[src/rtl/cnt_pkg.sv]
// Shared types and constants for the mod-N down-counter family.
package cnt_pkg;

  localparam int unsigned CNT_W  = 8;
  localparam int unsigned NIB_W  = 4;
  localparam int unsigned CNT_XW = CNT_W + 1;

  typedef enum logic [1:0] {
    ST_IDLE = 2'd0,
    ST_RUN  = 2'd1,
    ST_DONE = 2'd2
  } state_e;

  // Terminal (highest) count for a given modulus.
  function automatic logic [CNT_W-1:0] max_cnt(input int unsigned modulus);
    return CNT_W'(modulus - 1);
  endfunction

  // Clamp a load value into the legal count range.
  function automatic logic [CNT_W-1:0] sat_load(input logic [CNT_W-1:0] d,
                                                input int unsigned modulus);
    if ({1'b0, d} > CNT_XW'(modulus - 1)) begin
      return max_cnt(modulus);
    end
    return d;
  endfunction

endpackage

[src/rtl/dn_nibble.sv]
// 4-bit down-counter slice with load and borrow-chain enable.
module dn_nibble
  import cnt_pkg::*;
#(
  parameter logic [NIB_W-1:0] RST_VAL = '0
) (
  input  logic             Clk,
  input  logic             MR,
  input  logic             LD,
  input  logic [NIB_W-1:0] Din,
  input  logic             BI,
  output logic [NIB_W-1:0] Q,
  output logic             BO
);

  logic [NIB_W-1:0] q_q;
  logic [NIB_W-1:0] q_d;

  // Next value: load wins over decrement; wraps 0 -> F naturally.
  always_comb begin
    q_d = q_q;
    if (LD) begin
      q_d = Din;
    end else if (BI) begin
      q_d = q_q - NIB_W'(1);
    end
  end

  // Slice register with synchronous reset to its share of the top count.
  always_ff @(posedge Clk) begin
    if (MR) begin
      q_q <= RST_VAL;
    end else begin
      q_q <= q_d;
    end
  end

  assign Q  = q_q;
  assign BO = BI & (q_q == '0);

endmodule

[src/rtl/cnt200_down.sv]
// Presettable mod-N down-counter with borrow pulse, auto-reload or one-shot.
module cnt200_down
  import cnt_pkg::*;
#(
  parameter int unsigned MODULUS     = 200,
  parameter int unsigned AUTO_RELOAD = 1
) (
  input  logic             Clk,
  input  logic             MR,
  input  logic             CE,
  input  logic             LD,
  input  logic [CNT_W-1:0] D,
  output logic [NIB_W-1:0] QH,
  output logic [NIB_W-1:0] QL,
  output logic             B,
  output logic             BUSY
);

  localparam logic [CNT_W-1:0] TOP_VAL = max_cnt(MODULUS);
  localparam bit               RELOAD  = (AUTO_RELOAD != 0);

  state_e           state_q;
  logic             b_q;
  logic             busy_q;

  logic             count_en_c;
  logic             lo_bo_c;
  logic             hi_bo_c;
  logic             expire_c;
  logic             nib_ld_c;
  logic [CNT_W-1:0] nib_din_c;
  logic [NIB_W-1:0] lo_q;
  logic [NIB_W-1:0] hi_q;

  // IDLE counts too: the first CE edge both starts the run and decrements.
  assign count_en_c = CE & ((state_q == ST_IDLE) | (state_q == ST_RUN));

  // Chain borrow out of the high slice means the whole count was zero.
  assign expire_c = hi_bo_c & ~LD;

  // Expiry reuses the load path to force the wrap value (or hold at zero).
  assign nib_ld_c  = LD | expire_c;
  always_comb begin
    nib_din_c = RELOAD ? TOP_VAL : '0;
    if (LD) begin
      nib_din_c = sat_load(D, MODULUS);
    end
  end

  dn_nibble #(
    .RST_VAL (TOP_VAL[NIB_W-1:0])
  ) u_lo (
    .Clk (Clk),
    .MR  (MR),
    .LD  (nib_ld_c),
    .Din (nib_din_c[NIB_W-1:0]),
    .BI  (count_en_c),
    .Q   (lo_q),
    .BO  (lo_bo_c)
  );

  dn_nibble #(
    .RST_VAL (TOP_VAL[CNT_W-1:NIB_W])
  ) u_hi (
    .Clk (Clk),
    .MR  (MR),
    .LD  (nib_ld_c),
    .Din (nib_din_c[CNT_W-1:NIB_W]),
    .BI  (lo_bo_c),
    .Q   (hi_q),
    .BO  (hi_bo_c)
  );

  // Control FSM with registered borrow pulse and busy flag.
  always_ff @(posedge Clk) begin
    if (MR) begin
      state_q <= ST_IDLE;
      b_q     <= 1'b0;
      busy_q  <= 1'b0;
    end else if (LD) begin
      state_q <= ST_RUN;
      b_q     <= 1'b0;
      busy_q  <= 1'b1;
    end else begin
      b_q <= 1'b0;
      case (state_q)
        ST_IDLE, ST_RUN: begin
          if (CE) begin
            if (expire_c) begin
              b_q <= 1'b1;
              if (RELOAD) begin
                state_q <= ST_RUN;
                busy_q  <= 1'b1;
              end else begin
                state_q <= ST_DONE;
                busy_q  <= 1'b0;
              end
            end else begin
              state_q <= ST_RUN;
              busy_q  <= 1'b1;
            end
          end
        end
        ST_DONE: begin
          state_q <= ST_DONE;
          busy_q  <= 1'b0;
        end
        default: begin
          state_q <= ST_IDLE;
          busy_q  <= 1'b0;
        end
      endcase
    end
  end

  assign QH   = hi_q;
  assign QL   = lo_q;
  assign B    = b_q;
  assign BUSY = busy_q;

endmodule
[config.mk]
export PLATFORM = sky130hd
export DESIGN_NAME = cnt200_down
export DESIGN_NICKNAME = d
export VERILOG_FILES = /design/src/rtl/cnt_pkg.sv /design/src/rtl/dn_nibble.sv /design/src/rtl/cnt200_down.sv
export SDC_FILE = /design/constraint.sdc
export NUM_CORES = 1
export LEC_CHECK = 0
export ABC_CLOCK_PERIOD_IN_PS = 2900
export CELL_PAD_IN_SITES_DETAIL_PLACEMENT = 1
export CELL_PAD_IN_SITES_GLOBAL_PLACEMENT = 1
export CORE_MARGIN = 4
export CORE_UTILIZATION = 29
export CTS_CLUSTER_SIZE = 40
export DETAILED_ROUTE_END_ITERATION = 10
export HOLD_SLACK_MARGIN = 0.1
export PLACE_DENSITY_LB_ADDON = 0.1
export SYNTH_ARGS = -nofsm -noshare
export SYNTH_HDL_FRONTEND = slang
export SYNTH_SLANG_ARGS = --single-unit
export TNS_END_PERCENT = 50
[constraint.sdc]
create_clock -name Clk -period 2.9 [get_ports Clk]
set_clock_uncertainty 0.05 [all_clocks]
set_input_delay 0.58 -clock Clk [delete_from_list [all_inputs] [get_ports Clk]]
set_output_delay 0.58 -clock Clk [all_outputs]
set_load 0.01 [all_outputs]
# Yosys cells after proc, flatten, opt, wreduce, memory -nomap -nowiden
# Index checks and enable logic that the tools add are counted.
[word_totals]
register_bits = 12
input_bits = 12
output_inout_bits = 10
wordCells = 46
[classes]
n_addsub = 2
order_cmp = 1
eq_ne = 4
n_mux = 16
bitwise = 9
n_reduce_logical = 8
[op_table]
columns = ["op", "n"]
rows = [
  ["8-bit two-way mux", 3],
  ["4-bit two-way mux", 4],
  ["8-bit > comparator, second input constant", 1],
  ["4-bit zero test", 2],
  ["4-bit by 1-bit subtractor with 4-bit output, second input constant", 2],
  ["1-bit two-way mux", 7],
  ["1-bit AND", 4],
  ["2-bit case mux with 2 select lines", 1],
  ["2-bit nonzero test", 2],
  ["2-bit OR reduction", 2],
  ["4-bit OR reduction", 1],
  ["3-bit != test, second input constant", 1],
  ["1-bit NOT", 3],
  ["2-bit by 1-bit == test with 1-bit output, second input constant", 1],
  ["2-bit == test, second input constant", 1],
  ["2-bit zero test", 1],
  ["2-bit two-way mux", 1],
  ["2-bit != test, second input constant", 1],
  ["1-bit OR", 2],
]

# Logic depth before layout (Yosys ltp)
# Gate-level depths: netlist (run 1).
[depth]
word_depth = 8
mapped_depth = 6
mapped_depth_nobuf = 6

# By module
# From an unflattened synthesis (run 1), not the netlist that was laid out.
[unflattened]
cells_unflattened = 74
hier_area_um2 = 705.7
[modules_own_cells]
columns = ["mod", "n_inst", "cells_per_inst", "area_per_inst_um2", "seq_area_each_um2"]
rows = [
  ["dn_nibble at u_hi", 1, 27, 251.5, 80.1],
  ["dn_nibble at u_lo", 1, 25, 244.0, 80.1],
  ["cnt200_down", 1, 22, 210.2, 60.1],
]

# Worst setup path before layout (run 1)
# Ideal clock, no wire load.
[synth_timing]
kind = "reg-to-reg"
start = "reg u_hi.q_q[0] (netlist: u_hi.Q[0])"
end = "reg u_lo.q_q[0] (netlist: u_lo.Q[0])"
setup_time_ns = 0.117
arrival_ns = 1.520
required_time_ns = 2.733
slack_ns = 1.213
path_stages_with_launch = 7
path_buffers = 0
synth_period_minus_slack_ns = 1.687
cell_sequence = "dfxtp_1 -> inv_1 -> ha_1 -> nor3b_2 -> a311oi_2 -> o21ai_1 -> a22o_1"
[synth_between]
elab_chain_len = 5
word_cells_on_any_way = 6
cone_classes = "mux: 1; bitwise: 3; reduce/logical: 2"
[synth_rtl]
columns = ["element", "line_no", "text"]
rows = [
  ["start: declaration", "dn_nibble.sv:16", "logic [NIB_W-1:0] q_q;"],
  ["start signal: assignment", "dn_nibble.sv:34", "q_q <= q_d;"],
  ["4-bit zero test *", "dn_nibble.sv:39", "assign BO = BI & (q_q == '0);"],
  ["1-bit AND *", "dn_nibble.sv:39", ""],
  ["1-bit AND *", "cnt200_down.sv:39", "assign expire_c = hi_bo_c & ~LD;"],
  ["1-bit OR *", "cnt200_down.sv:42", "assign nib_ld_c = LD | expire_c;"],
  ["4-bit two-way mux / 2-bit nonzero test (equally long branches)", "--", ""],
  ["end signal: assignment", "dn_nibble.sv:34", ""],
  ["end: declaration", "dn_nibble.sv:16", ""],
]
# Mark *: on every way between the ends. The rest lies on a longest branch, timed or not.
# A chain may end at the register's enable or synchronous reset.

# Worst setup path after layout (run 1)
[layout_timing]
start = "reg u_lo.q_q[2] (netlist: u_lo.Q[2])"
end = "out QL[2]"
[layout_lines]
columns = ["element", "line_no", "text"]
rows = [
  ["end: declaration", "cnt200_down.sv:14", "output logic [NIB_W-1:0] QL,"],
]
# No word-level cell between the ends.

==> flow_summary.toml, run 1 <==
[outcome]
status = "finished, final reports clean"

[placement]
port_buffers = 21
dpl.hpwl_mm = 1.37
preCtsSetupSlack_ns = 0.740
gp_congestion = 0.729

[timing]
finalSetupTns_ns = 0
setup_violations = 0
hold_viol = 0
clock.fmax_mhz = 522
report.final.slew_viol_count = 0
period_needed_ns = 1.92
max_slew_margin_pct = 75.8
fin_crit_sh_pct = 66.0
worstMarginPinSlew_ns = 0.354
grt_setup_unrepaired = "no"
worst_slack_ns = 0.985

[logic_synthesis]
synth_seq_cells = 11
synth_ff_type = "dfxtp_1"
seq_area_frac_synth_pct = 34.8
synth_cell_types = 32
ys_warn_count = 0
syn_nets = 87
synth_top_cell_by_area = "dfxtp_1"
synth_area_leaders = "dfxtp_1, ha_1, a21oi_1, nor3_1, nor3b_2"
synth_edf_count = 0
synth_area_sq_um = 633
avgSynthCellArea_sq_um = 8.79
synth_top_cell_area_share_pct = 34.8
async_flop_share_pct = 0
synth_cells = 72

[clock_tree]
post_cts_buffers = 0
holdBufCountCts = 0
cts_resized = 0
cts_tree = "built"
clkTransAtPathRegs_ns = 0.07
clkSinkCount = 11
cts_root_buf = "clkbuf_4"
clock_path_buffers = 2
cts_made_buffers = 3
cts-htree-levels = 1
clk_latency_ns = 0.26

[global_routing]
grt_util_met3_pct = 5.18
grt_use_met2_pct = 23.0
top_usage_layer = "met2"
use_met1_pct = 16.3
grt_max_degree = 13
antenna_found_initial = 0
grt_use_total_pct = 13.6
grt_pass1_vias = 664
grt_overflow_total = 0
grt_pass1_wl_mm = 2.90

[finish]
final_common_cell = "clkdlybuf4s50_1"
nFillCells = 238
drive_gt1_share_pct = 12.4
final_cell_mix = "clkdlybuf4s50_1, dfxtp_1"
antenna_cells = 0
area_delta_synth_final_pct = 43.7
nNetsFinal = 113

[worst_setup_path]
path_max_fanout = 6
worstPathRequired_ns = 2.27
cpPeakStageDelay_ns = 0.58
cp.depth = 1
crit_arrival_ns = 1.29
critPathTopFamily = "buffers and inverters"
cp_cell_sequence = "clkdlybuf4s50_1"
end_kind = "output pin"
path_buf_inv = 1
slowest_stage = "clkdlybuf4s50_1"
startpoint_type = "flip-flop"
reg2reg_depth = 6
path_class = "reg -> out"

[route]
via_count = 626
drt.antenna.violating_nets = 0
drcViolationCount = 0
drtIter0Drc = 3
routed_wl_mm = 1.67
wl_per_cell_um = 13.5
drtPass1Iterations = 2
avgViaCountPerCell = 5.05

[die]
die_h_um = 54.7
dieArea_sq_um = 2990
initial_core_util_pct = 31.3
core_sq_um = 2020
die_x_um = 54.7
num_rows = 16
io_pins = 22

[worst_hold_path]
min_path_cells = 1
hold_path.class = "reg -> reg"

[power]
ir_worst_vdd_v = 0.000225
pwr_density_cell_nw_per_um2 = 404
power_uw = 368
p_leak_nw = 0.366

[job]
maxCapViolations = 0
## report_power, final
group	switching (mW)	leakage (nW)	internal (mW)
logic	0.0396	0.260	0.0509
clock network	0.0517	0.0150	0.0532
registers	0.0116	0.0910	0.161
total	0.103	0.366	0.265
## cell usage after synthesis, types with 2 or more instances
library cell  instances
a21oi_1               6
nor2_1                6
a22o_1                2
or3_1                 2
inv_1                 6
dfxtp_1              11
nor3_1                6
nor4_1                2
o21ai_1               5
ha_1                  3
nor3b_2               2
## metal layers
| layer | vias to the layer above | wire length, um |
|---|---|---|
| met5 | - | 0 |
| met4 | 0 | 0 |
| met3 | 0 | 77 |
| met2 | 12 | 845 |
| met1 | 293 | 747 |
| li1 | 321 | - |
## state kept, by name (all words and copies together) (netlist names)
| register | flops |
|---|---|
| B | 1 |
| BUSY | 1 |
| u_hi.Q | 4 |
| u_lo.Q | 4 |
| state_q | 1 |
## logic make-up (layout without fill, tap and decap cells)
logic type               Yosys count  count (layout)  synth area share (%)
adder cells (fa/ha/maj)            3               3                  5.93
buffers and inverters              8              33                  4.94
flip-flops                        11              11                  34.8
XOR/XNOR                           1               1                  1.38
AO/OA/AOI/OAI                     23              23                  27.1
AND/OR/NAND/NOR                   26              26                  25.9
## layout make-up
class	instances	area [sq um]	share of cell area, %
tap	27	33.8	3.71
sequential	11	220	24.2
clock buffer	4	26.3	2.89
multi-input combinational	53	382	42.0
timing repair buffer	23	225	24.8
inverter	6	22.5	2.48
## per-stage QoR
stage	cell area (sq um)	util [%]	std cells	hold slack, ns
finish	910	45.0	124	0.402
global route	910	45.0	124	0.427
CTS	910	45.0	124	0.408
detailed placement	883	43.7	120	0.398
global placement	883	43.7	120	0.399
floorplan	633	-	72	0.440
## path summary, 6_finish.rpt
check	startpoint	endpoint	slack, ns
setup / recovery	u_lo.Q[2]	QL[2]	0.98
hold reg to reg	BUSY	state_q[1]	0.40
hold / removal	BUSY	state_q[1]	0.40
setup reg to reg	u_hi.Q[0]	u_lo.Q[0]	1.08
(Power assumes the default switching activity.)
==> run 2: changes to the inputs <==
ABC_CLOCK_PERIOD_IN_PS = 1840   (was 2900)
clock period = 1.84 ns   (was 2.9 ns; I/O delays follow)
==> run 2 against run 1 <==
Final cell count increased by 6.5%. Clock power grew 56%. Routed wire length increased by 5.1%. Global-route usage about the same. Sequential share of layout area shrank 1.6 points. First-iteration DRC count grew 33%. Largest cell class unchanged. Highest routed layer is now met4.
==> flow_summary.toml, run 2 (same netlist as run 1, synthesis figures left out) <==
[outcome]
status = "finished, final reports clean"

[worst_setup_path]
cp_cell_sequence = "clkdlybuf4s50_1"
crit_path_end = "QH[2]"
reg2reg_to = "u_hi.Q[2]"
cp.depth = 1
critPathTopFamily = "buffers and inverters"
path_class = "reg -> out"
reg2reg_depth = 6
path_buf_inv = 1
worstPathRequired_ns = 1.42
crit_start = "u_hi.Q[2]"
regToRegSetupSlack_ns = 0.15
end_kind = "output pin"
startpoint_type = "flip-flop"
slowest_stage = "clkdlybuf4s50_1"
cpPeakStageDelay_ns = 0.58
path_max_fanout = 5
crit-reg2reg-launch = "u_lo.Q[0]"
crit_arrival_ns = 1.28

[route]
drt.antenna.violating_nets = 0
avgViaCountPerCell = 4.97
drtIter0Drc = 4
wl_per_cell_um = 13.3
drcViolationCount = 0
routed_wl_mm = 1.75
drtPass1Iterations = 4
via_count = 656

[die]
dieArea_sq_um = 2990
initial_core_util_pct = 31.3
core_sq_um = 2020
io_pins = 22
die_h_um = 54.7
num_rows = 16
die_x_um = 54.7

[global_routing]
antenna_found_initial = 0
grt_pass1_wl_mm = 2.86
grt_use_total_pct = 13.6
grt_pass1_vias = 673
grt_overflow_total = 0
grt_max_degree = 12

[clock_tree]
cts_tree = "built"
clkTransAtPathRegs_ns = 0.07
clkSinkCount = 11
cts_root_buf = "clkbuf_4"
cts-htree-levels = 1
cts_made_buffers = 3
clk_latency_ns = 0.26
clock_path_buffers = 2
post_cts_buffers = 0

[finish]
nNetsFinal = 121
area_delta_synth_final_pct = 54.2
antenna_cells = 0
final_common_cell = "clkdlybuf4s50_1"
instances_no_fill = 132
final_cell_mix = "clkdlybuf4s50_1, dfxtp_1, buf_4"
drive_gt1_share_pct = 20.0

[timing]
grt_setup_unrepaired = "no"
report.final.slew_viol_count = 0
finalSetupTns_ns = 0
period_needed_ns = 1.70
worstMarginPinSlew_ns = 0.332
worst_slack_ns = 0.144
clock.fmax_mhz = 589
hold_viol = 0
whs_ns = 0.402
fin_crit_sh_pct = 92.2
setup_violations = 0
max_slew_margin_pct = 77.7

[power]
p_leak_nw = 0.407
pwr_density_cell_nw_per_um2 = 608
ir_worst_vdd_v = 0.000410

[worst_hold_path]
min_path_cells = 1
hold_path.class = "reg -> reg"

[job]
maxCapViolations = 0

[placement]
dpl.hpwl_mm = 1.45
place_inst = 128
port_buffers = 21
gp_congestion = 0.765
preCtsSetupSlack_ns = -0.0748
## run 2: stage by stage
| step | util, % | cell area (sq um) | total power, mW |
|---|---|---|---|
| floorplan | - | 633 | 0.342 |
| global placement | 46.7 | 943 | 0.431 |
| detailed placement | 46.7 | 943 | 0.434 |
| CTS | 48.0 | 970 | 0.605 |
| global route | 48.3 | 976 | 0.628 |
| finish | 48.3 | 976 | 0.593 |
## run 2: report_power, final
part	total (mW)	internal, mW	switching (mW)	leakage [nW]
clock network	0.164	0.0838	0.0806	0.0150
registers	0.270	0.253	0.0168	0.0910
logic	0.159	0.0908	0.0680	0.301
total	0.593	0.428	0.165	0.407
## run 2: what timing repair did
item                       CTS  global route
gates resized for setup      0             2
hold endpoints to repair     0             0
hold buffers                 0             0
setup endpoints to repair    0             1
## run 2: layer usage
layer / wire length (um) / up-vias / GRT usage [%]
li1: - / 334 / -
met1: 778 / 310 / 15.2
met2: 898 / 10 / 23.8
met3: 67 / 2 / 2.45
met4: 10 / 0 / 7.47
met5: 0 / - / 0
## run 2: final cells by class
type	count	area [sq um]
multi-input combinational	53	388
inverter	6	22.5
fill	242	1050
sequential	11	220
clock buffer	4	26.3
tap	27	33.8
timing repair buffer	31	285
## run 2: worst min path at each step
| stage | startpoint | to | slack [ns] |
|---|---|---|---|
| finish | BUSY | state_q[1] | 0.40 |
| detailed placement | BUSY | state_q[1] | 0.40 |
| CTS | BUSY | state_q[1] | 0.41 |
| global route | BUSY | state_q[1] | 0.43 |
| floorplan | BUSY | state_q[1] | 0.44 |
| global placement | BUSY | state_q[1] | 0.39 |
